### src/rtl/regfile_access_ctrl.sv
// Register-file initiator: accepts one access request, reads both sources after a settle
// window, optionally pulses a write, then returns the captured operands.
module regfile_access_ctrl #(
    parameter int READ_WAIT        = 2,
    parameter int WRITE_HOLD       = 2,
    parameter bit ZERO_REG_PROTECT = 1'b1
) (
    input  logic        clk,
    input  logic        rst_n,
    input  logic        req_valid,
    output logic        req_ready,
    input  logic [4:0]  req_rs,
    input  logic [4:0]  req_rt,
    input  logic [4:0]  req_rd,
    input  logic        req_we,
    input  logic [31:0] req_wdata,
    output logic        rsp_valid,
    input  logic        rsp_ready,
    output logic [31:0] rsp_rs_data,
    output logic [31:0] rsp_rt_data,
    output logic [5:0]  rf_read_reg1,
    output logic [5:0]  rf_read_reg2,
    input  logic [31:0] rf_read_data1,
    input  logic [31:0] rf_read_data2,
    output logic [5:0]  rf_write_reg,
    output logic [31:0] rf_write_data,
    output logic        rf_regWrite,
    output logic        busy
);

    localparam int CNT_MAX = (READ_WAIT > WRITE_HOLD) ? READ_WAIT : WRITE_HOLD;
    localparam int CNT_W   = $clog2(CNT_MAX + 1);

    typedef enum logic [2:0] {IDLE, READ, WSETUP, WPULSE, WHOLD, RESP} state_t;

    state_t             state_q, state_d;
    logic [CNT_W-1:0]   cnt_q, cnt_d;
    logic [4:0]         rd_q, rd_d;
    logic               we_q, we_d;
    logic [31:0]        wdata_q, wdata_d;

    logic               req_ready_q, req_ready_d;
    logic               rsp_valid_q, rsp_valid_d;
    logic [31:0]        rsp_rs_data_q, rsp_rs_data_d;
    logic [31:0]        rsp_rt_data_q, rsp_rt_data_d;
    logic [5:0]         rf_read_reg1_q, rf_read_reg1_d;
    logic [5:0]         rf_read_reg2_q, rf_read_reg2_d;
    logic [5:0]         rf_write_reg_q, rf_write_reg_d;
    logic [31:0]        rf_write_data_q, rf_write_data_d;
    logic               rf_regWrite_q, rf_regWrite_d;
    logic               busy_q, busy_d;
    logic               do_write;

    assign do_write = we_q && !(ZERO_REG_PROTECT && (rd_q == 5'd0));

    always_comb begin
        // NOTE: every _d defaults to its _q first so no path leaves a signal unassigned,
        // which is what keeps this block from inferring latches.
        state_d         = state_q;
        cnt_d           = cnt_q;
        rd_d            = rd_q;
        we_d            = we_q;
        wdata_d         = wdata_q;
        rsp_rs_data_d   = rsp_rs_data_q;
        rsp_rt_data_d   = rsp_rt_data_q;
        rf_read_reg1_d  = rf_read_reg1_q;
        rf_read_reg2_d  = rf_read_reg2_q;
        rf_write_reg_d  = rf_write_reg_q;
        rf_write_data_d = rf_write_data_q;

        case (state_q)
            IDLE: begin
                if (req_valid && req_ready_q) begin
                    rf_read_reg1_d = {1'b0, req_rs};
                    rf_read_reg2_d = {1'b0, req_rt};
                    rd_d           = req_rd;
                    we_d           = req_we;
                    wdata_d        = req_wdata;
                    cnt_d          = CNT_W'(READ_WAIT);
                    state_d        = READ;
                end
            end
            READ: begin
                if (cnt_q == CNT_W'(1)) begin
                    rsp_rs_data_d = rf_read_data1;
                    rsp_rt_data_d = rf_read_data2;
                    if (do_write) begin
                        rf_write_reg_d  = {1'b0, rd_q};
                        rf_write_data_d = wdata_q;
                        state_d         = WSETUP;
                    end else begin
                        state_d = RESP;
                    end
                end else begin
                    cnt_d = cnt_q - CNT_W'(1);
                end
            end
            WSETUP: begin
                cnt_d   = CNT_W'(WRITE_HOLD);
                state_d = WPULSE;
            end
            WPULSE: begin
                if (cnt_q == CNT_W'(1)) begin
                    state_d = WHOLD;
                end else begin
                    cnt_d = cnt_q - CNT_W'(1);
                end
            end
            // regWrite has just fallen; the regfile may still sample address/data here.
            WHOLD: state_d = RESP;
            RESP: begin
                if (rsp_valid_q && rsp_ready) begin
                    state_d = IDLE;
                end
            end
            default: state_d = IDLE;
        endcase

        // Handshake and strobe outputs are registered images of the next state.
        req_ready_d   = (state_d == IDLE);
        busy_d        = (state_d != IDLE);
        rsp_valid_d   = (state_d == RESP);
        rf_regWrite_d = (state_d == WPULSE);
    end

    // NOTE: sequential state uses non-blocking assignments so every flop samples
    // the pre-edge value of every other flop, independent of statement order.
    always_ff @(posedge clk) begin
        if (!rst_n) begin
            state_q         <= IDLE;
            cnt_q           <= '0;
            rd_q            <= '0;
            we_q            <= 1'b0;
            wdata_q         <= '0;
            req_ready_q     <= 1'b0;
            rsp_valid_q     <= 1'b0;
            rsp_rs_data_q   <= '0;
            rsp_rt_data_q   <= '0;
            rf_read_reg1_q  <= '0;
            rf_read_reg2_q  <= '0;
            rf_write_reg_q  <= '0;
            rf_write_data_q <= '0;
            rf_regWrite_q   <= 1'b0;
            busy_q          <= 1'b0;
        end else begin
            state_q         <= state_d;
            cnt_q           <= cnt_d;
            rd_q            <= rd_d;
            we_q            <= we_d;
            wdata_q         <= wdata_d;
            req_ready_q     <= req_ready_d;
            rsp_valid_q     <= rsp_valid_d;
            rsp_rs_data_q   <= rsp_rs_data_d;
            rsp_rt_data_q   <= rsp_rt_data_d;
            rf_read_reg1_q  <= rf_read_reg1_d;
            rf_read_reg2_q  <= rf_read_reg2_d;
            rf_write_reg_q  <= rf_write_reg_d;
            rf_write_data_q <= rf_write_data_d;
            rf_regWrite_q   <= rf_regWrite_d;
            busy_q          <= busy_d;
        end
    end

    assign req_ready     = req_ready_q;
    assign rsp_valid     = rsp_valid_q;
    assign rsp_rs_data   = rsp_rs_data_q;
    assign rsp_rt_data   = rsp_rt_data_q;
    assign rf_read_reg1  = rf_read_reg1_q;
    assign rf_read_reg2  = rf_read_reg2_q;
    assign rf_write_reg  = rf_write_reg_q;
    assign rf_write_data = rf_write_data_q;
    assign rf_regWrite   = rf_regWrite_q;
    assign busy          = busy_q;

endmodule
### config.mk
export PLATFORM = sky130hd
export DESIGN_NAME = regfile_access_ctrl
export DESIGN_NICKNAME = d
export VERILOG_FILES = /design/src/rtl/regfile_access_ctrl.sv
export SDC_FILE = /design/constraint.sdc
export NUM_CORES = 1
export LEC_CHECK = 0
export ABC_AREA = 1
export CAP_MARGIN = 10
export CELL_PAD_IN_SITES_DETAIL_PLACEMENT = 1
export CELL_PAD_IN_SITES_GLOBAL_PLACEMENT = 2
export CORE_AREA = 2 2 167 169
export CTS_CLUSTER_SIZE = 40
export DETAILED_ROUTE_END_ITERATION = 10
export DIE_AREA = 0 0 169 171
export GPL_TIMING_DRIVEN = 0
export PLACE_DENSITY_LB_ADDON = 0.1
export REMOVE_ABC_BUFFERS = 1
export SYNTH_ARGS = -nofsm -noshare
export SYNTH_HDL_FRONTEND = slang
export SYNTH_SLANG_ARGS = --single-unit
### constraint.sdc
create_clock -name clk -period 1.3 [get_ports clk]
set_input_delay 0.13 -clock clk [delete_from_list [all_inputs] [get_ports clk]]
set_output_delay 0.13 -clock clk [all_outputs]
set_load 0.1 [all_outputs]
Word level (Yosys, flattened, before mapping):

Index checks and enable logic that the tools add are counted.

* word-level logic and storage cells: 49
* register bits: 158

* multiplexer cells: 9
* reduce and logical (&&, ||, !) cells: 14
* equal/unequal tests: 10
* add/sub/neg operators: 1

Operators with widths (count)
* 3-bit one-hot mux with 6 select lines: 1
* 3-bit 2-to-1 mux: 5
* 3-bit by 2-bit equality test with 1-bit output (second input constant): 3
* 3-bit equality test (second input constant): 3
* 3-bit zero test: 2
* 2-bit one-hot mux with 3 select lines: 1
* 3-bit AND reduction: 2
* 3-bit nonzero test: 2
* 5-bit zero test: 1
* 2-bit 2-to-1 mux: 2
* 2-bit inequality test (second input constant): 2
* 2-bit AND reduction: 2
* 3-bit by 1-bit equality test with 1-bit output (second input constant): 1
* 1-bit logical AND: 3
* 2-bit by 1-bit equality test with 1-bit output (second input constant): 1
* 2-bit OR reduction: 1
* 2-bit by 1-bit subtractor with 2-bit output (second input constant): 1
* 1-bit zero test: 1

Logic depth before layout (Yosys ltp):

* depth after elaboration: 7
* mapped depth: 11
* depth with buffers taken out: 11

Worst setup path before layout:

OpenSTA, ideal clock, no wires.

* path type: register to register
* from: reg req_ready_q (netlist: req_ready)
* to: reg rf_read_reg1_q[4] (netlist: rf_read_reg1[4])
* stages on the path, launching flop included: 5
* period minus slack after synthesis: 1.804 ns
* slack: -0.504 ns
* library setup time: 0.070 ns
* data arrival time: 1.734 ns
* cells stage by stage: dfxtp_1 -> nand4_2 -> buf_2 -> buf_2 -> a21oi_1

* word-level cells in the longest chain between the ends: 2

Ends and longest elaborated chain
* start, declared: line 42 `logic req_ready_q, req_ready_d;`
* start signal, assigned: line 151 `req_ready_q <= req_ready_d;`
* 1-bit logical AND: line 73 `if (req_valid && req_ready_q) begin`
* 2-bit AND reduction (no source line)
* end signal, assigned: line 155 `rf_read_reg1_q <= rf_read_reg1_d;`
* end, declared: line 46 `logic [5:0] rf_read_reg1_q, rf_read_reg1_d;`

Every way passes these cells.
A chain may end at the register's enable or synchronous reset.

Final worst setup path:

* from: reg cnt_q[1]
* to: reg rf_write_data_q[25] (netlist: rf_write_data[25])

* word-level cells in the longest chain between the ends: 2

Ends and longest elaborated chain
* start, declared: line 37 `logic [CNT_W-1:0] cnt_q, cnt_d;`
* start signal, assigned: line 147 `cnt_q <= cnt_d;`
* 2-bit by 1-bit equality test with 1-bit output: line 84 `if (cnt_q == CNT_W'(1)) begin`
* 3-bit AND reduction (no source line)
* end signal, assigned: line 158 `rf_write_data_q <= rf_write_data_d;`
* end, declared: line 49 `logic [31:0] rf_write_data_q, rf_write_data_d;`

Every way passes these cells.

==> impl_metrics.py <==
metrics = {
    "placement": {
        "gp_congestion": 0.7058,
        "place_ws_ps": -1089,
        "dp_hpwl_um": 12790,
        "port_buffers": 230,
    },
    "sta": {
        "fin_skew_ps": 15.48,
        "finalSetupViolCount": 150,
        "hold_viol": 0,
        "whs_ps": 185.5,
        "rsz0062_at_grt": "yes",
        "post-route-min-period_ps": 1591,
        "fmax_ghz": 0.6285,
        "tightest_slew_ps": 643.7,
        "fin_crit_sh_pct": 122.4,
        "slew_headroom_pct": 57.08,
        "setup_slack_ps": -291.2,
        "tns_ps": -23380,
        "slew_violations": 0,
    },
    "grt": {
        "grt_usage_pct": 14.62,
        "grt_max_degree": 74,
        "first_global_vias": 5890,
        "antenna_found_initial": 0,
        "gr-total-overflow": 0,
        "grt_pass1_wl_um": 32630,
    },
    "floorplanning": {
        "die_area_mm2": 0.02890,
        "die_x_um": 169,
        "core-area_mm2": 0.02732,
        "initial_core_util_pct": 20.51,
        "fp.dieH_um": 171,
        "rows": 61,
        "io_pins": 234,
    },
    "yosys": {
        "synthSimpleGateAreaFrac_pct": 16.21,
        "synth_mux_area_share_pct": 0,
        "yosys_register_bits": 158,
        "synth-seq-area-share_pct": 56.43,
        "syn_area_mm2": 0.005605,
        "syn_avg_cell_area_um2": 7.906,
        "synth_cell_types": 21,
        "synthAdderAreaFrac_pct": 0.2232,
        "synth_compound_area_share_pct": 18.44,
        "synth_xor_area_share_pct": 0,
        "synth_top_family_by_area": "compound AO/OA/AOI/OAI gates",
        "synth_cells": 709,
        "ys_top_cells_by_area": "dfxtp_1, nor2_1, o21ai_0",
        "ys_warn_count": 0,
        "synth.top_cell.area_share_pct": 56.43,
        "synth_top_area_cell": "dfxtp_1",
    },
    "clocking": {
        "root_buffer": "clkbuf_16",
        "clk_pin_slew_ps": 70,
        "numCtsBuffers": 17,
        "clockBufferDepth": 2,
        "tritoncts": "yes",
        "clkLatencyLatePin_ps": 420,
        "cts_sinks": 158,
        "h-tree-depth": 4,
    },
    "finish": {
        "fin_nets": 1102,
        "drive_above_1_share_pct": 42.69,
        "area_delta_synth_final_pct": 91.18,
        "register_area_mm2": 0.003176,
        "antenna_cells": 0,
        "nFillCells": 3109,
        "multi_input_area_mm2": 0.002990,
        "layout_commonest_cell": "dfxtp_1",
        "post-route-util_pct": 39.22,
        "final_cell_mix": "dfxtp_1, buf_4, clkdlybuf4s50_1, nor2_1",
    },
    "drt": {
        "drcViolationCount": 0,
        "first_pass_iters": 4,
        "antenna_left": 0,
        "wire_per_inst_um": 18.86,
        "drt-total-wl_um": 25350,
        "via_per_inst": 4.364,
        "dr_total_vias": 5865,
        "drt_iter0_drc": 121,
    },
    "hold_path": {
        "whs_path_depth": 3,
        "hp-class": "in2reg",
        "min-delay-start": "rst_n",
        "hold_end": "rsp_rt_data[28]$_SDFFE_PN0P_",
    },
    "setup_path": {
        "cp-end-kind": "register",
        "crit_slowest_cell": "dfxtp_2",
        "worst-r2r-setup-slack_ps": -290,
        "critPathLaunchType": "register",
        "path_max_fanout": 15,
        "crit_required_ps": 1630,
        "reg2reg_depth": 10,
        "regToRegStartpoint": "cnt_q[1]$_SDFFE_PN0P_",
        "cpMostUsedCell": "nor2_1",
        "path_cells": "inv_2 > ha_4 > nand2_4 > nor2_4 > nand4_4 > buf_12 > buf_8 > nor2_1 > a21oi_1 > nor2_1",
        "crit_arrival_ps": 1920,
        "cpPeakStageDelay_ps": 320,
        "path_class": "reg2reg",
        "rr_endpoint": "rf_write_data[25]$_SDFFE_PN0P_",
    },
    "flow_run": {
        "maxCapViolations": 0,
    },
    "power_and_ir_drop": {
        "combPwrFrac_pct": 27.3,
        "finalPower_w": 0.01427,
        "p_int_w": 0.009363,
        "clock_power_share_pct": 35.1,
        "pwr-share-seq_pct": 37.6,
        "p_switching_w": 0.004910,
        "switching_share_pct": 34.40,
        "vdd_drop_max_mv": 0.5678,
        "p_leak_nw": 4.272,
        "power-per-cell-area_mw_per_mm2": 1332,
    },
    "status": {
        "violations": "negative setup slack",
        "status": "finished, violations left",
    },
}
-- cell usage after synthesis, drive strengths merged --
library cell  instances
o21ai               115
buf                  23
conb                  1
nand3                 7
nand2                12
nand4                 2
nor2                210
clkinv                1
a211oi                1
ha                    1
nor3                  2
clkbuf               28
a21oi                90
dfxtp               158
inv                  58
-- area by class of cell --
cell class | instances | area share [%]
Sequential cell | 158 | 29.63
Timing Repair Buffer | 298 | 29.20
Inverter | 59 | 2.335
Timing Repair inverter | 7 | 1.471
Multi-Input combinational cell | 444 | 27.90
Clock buffer | 19 | 4.227
Tap cell | 346 | 4.040
Clock inverter | 13 | 1.191
-- through the flow --
step,instance area (um2),std cells
after global routing,10720,1344
after global placement,8085,1236
after floorplan,5350,660
after detailed placement,8237,1241
final,10720,1344
after CTS,8969,1295
-- timing repair --
item,in CTS,in global routing
gates resized for setup,784,298
setup endpoints to repair,272,159
hold buffers,0,0
gates cloned,9,23
pin swaps,3,30
hold endpoints to repair,0,0
setup buffers,14,28
-- metal layers --
metal / wire length [um] / up-vias / share of wire (%) / track usage, %
li1: - / 2829 / - / -
met2: 12670 / 166 / 50 / 25.07
met4: 316 / 0 / 1.2 / 4.236
met5: 0 / - / 0 / 0
met3: 1769 / 20 / 7.0 / 5.251
met1: 10600 / 2850 / 42 / 17.22
-- power by group through the flow --
stage                     combinational [W]  clock [W]  sequential [W]
after floorplan                    0.000618          0         0.00654
after detailed placement            0.00276          0         0.00544
after global placement              0.00265          0         0.00542
final                               0.00390    0.00501         0.00536
after global routing                0.00411    0.00539         0.00540
after CTS                           0.00295    0.00518         0.00535
-- cells by family after synthesis --
kind of cell,count (synthesis)
flip-flops,158
buffers and inverters,110
adder cells (fa/ha/maj),1
other,1
AND/OR/NAND/NOR,233
AO/OA/AOI/OAI,206
-- worst max-delay path by stage --
stage / to / depth (start not counted) / from / slack (ps)
floorplan: rd_q[0]$_SDFFE_PN0P_ / 3 / req_ready$_SDFF_PN0_ / -1630
global placement: cnt_q[1]$_SDFFE_PN0P_ / 3 / rst_n / -5900
detailed placement: rsp_rs_data[8]$_SDFFE_PN0P_ / 9 / cnt_q[1]$_SDFFE_PN0P_ / -1090
CTS: req_ready / 1 / req_ready$_SDFF_PN0_ / -250
global route: rf_write_data[25]$_SDFFE_PN0P_ / 10 / cnt_q[1]$_SDFFE_PN0P_ / -390
finish: rf_write_data[25]$_SDFFE_PN0P_ / 10 / cnt_q[1]$_SDFFE_PN0P_ / -290
-- critical path: cells and delay by family (launching register included) --
kind / cells / cell delay [ps]
AOI/OAI and AO/OA: 1 / 50
adders and majority gates: 1 / 170
buffers and inverters: 3 / 410
DFF: 1 / 320
and+or+nand+nor: 5 / 550
Power figures use the tool's default switching activity.
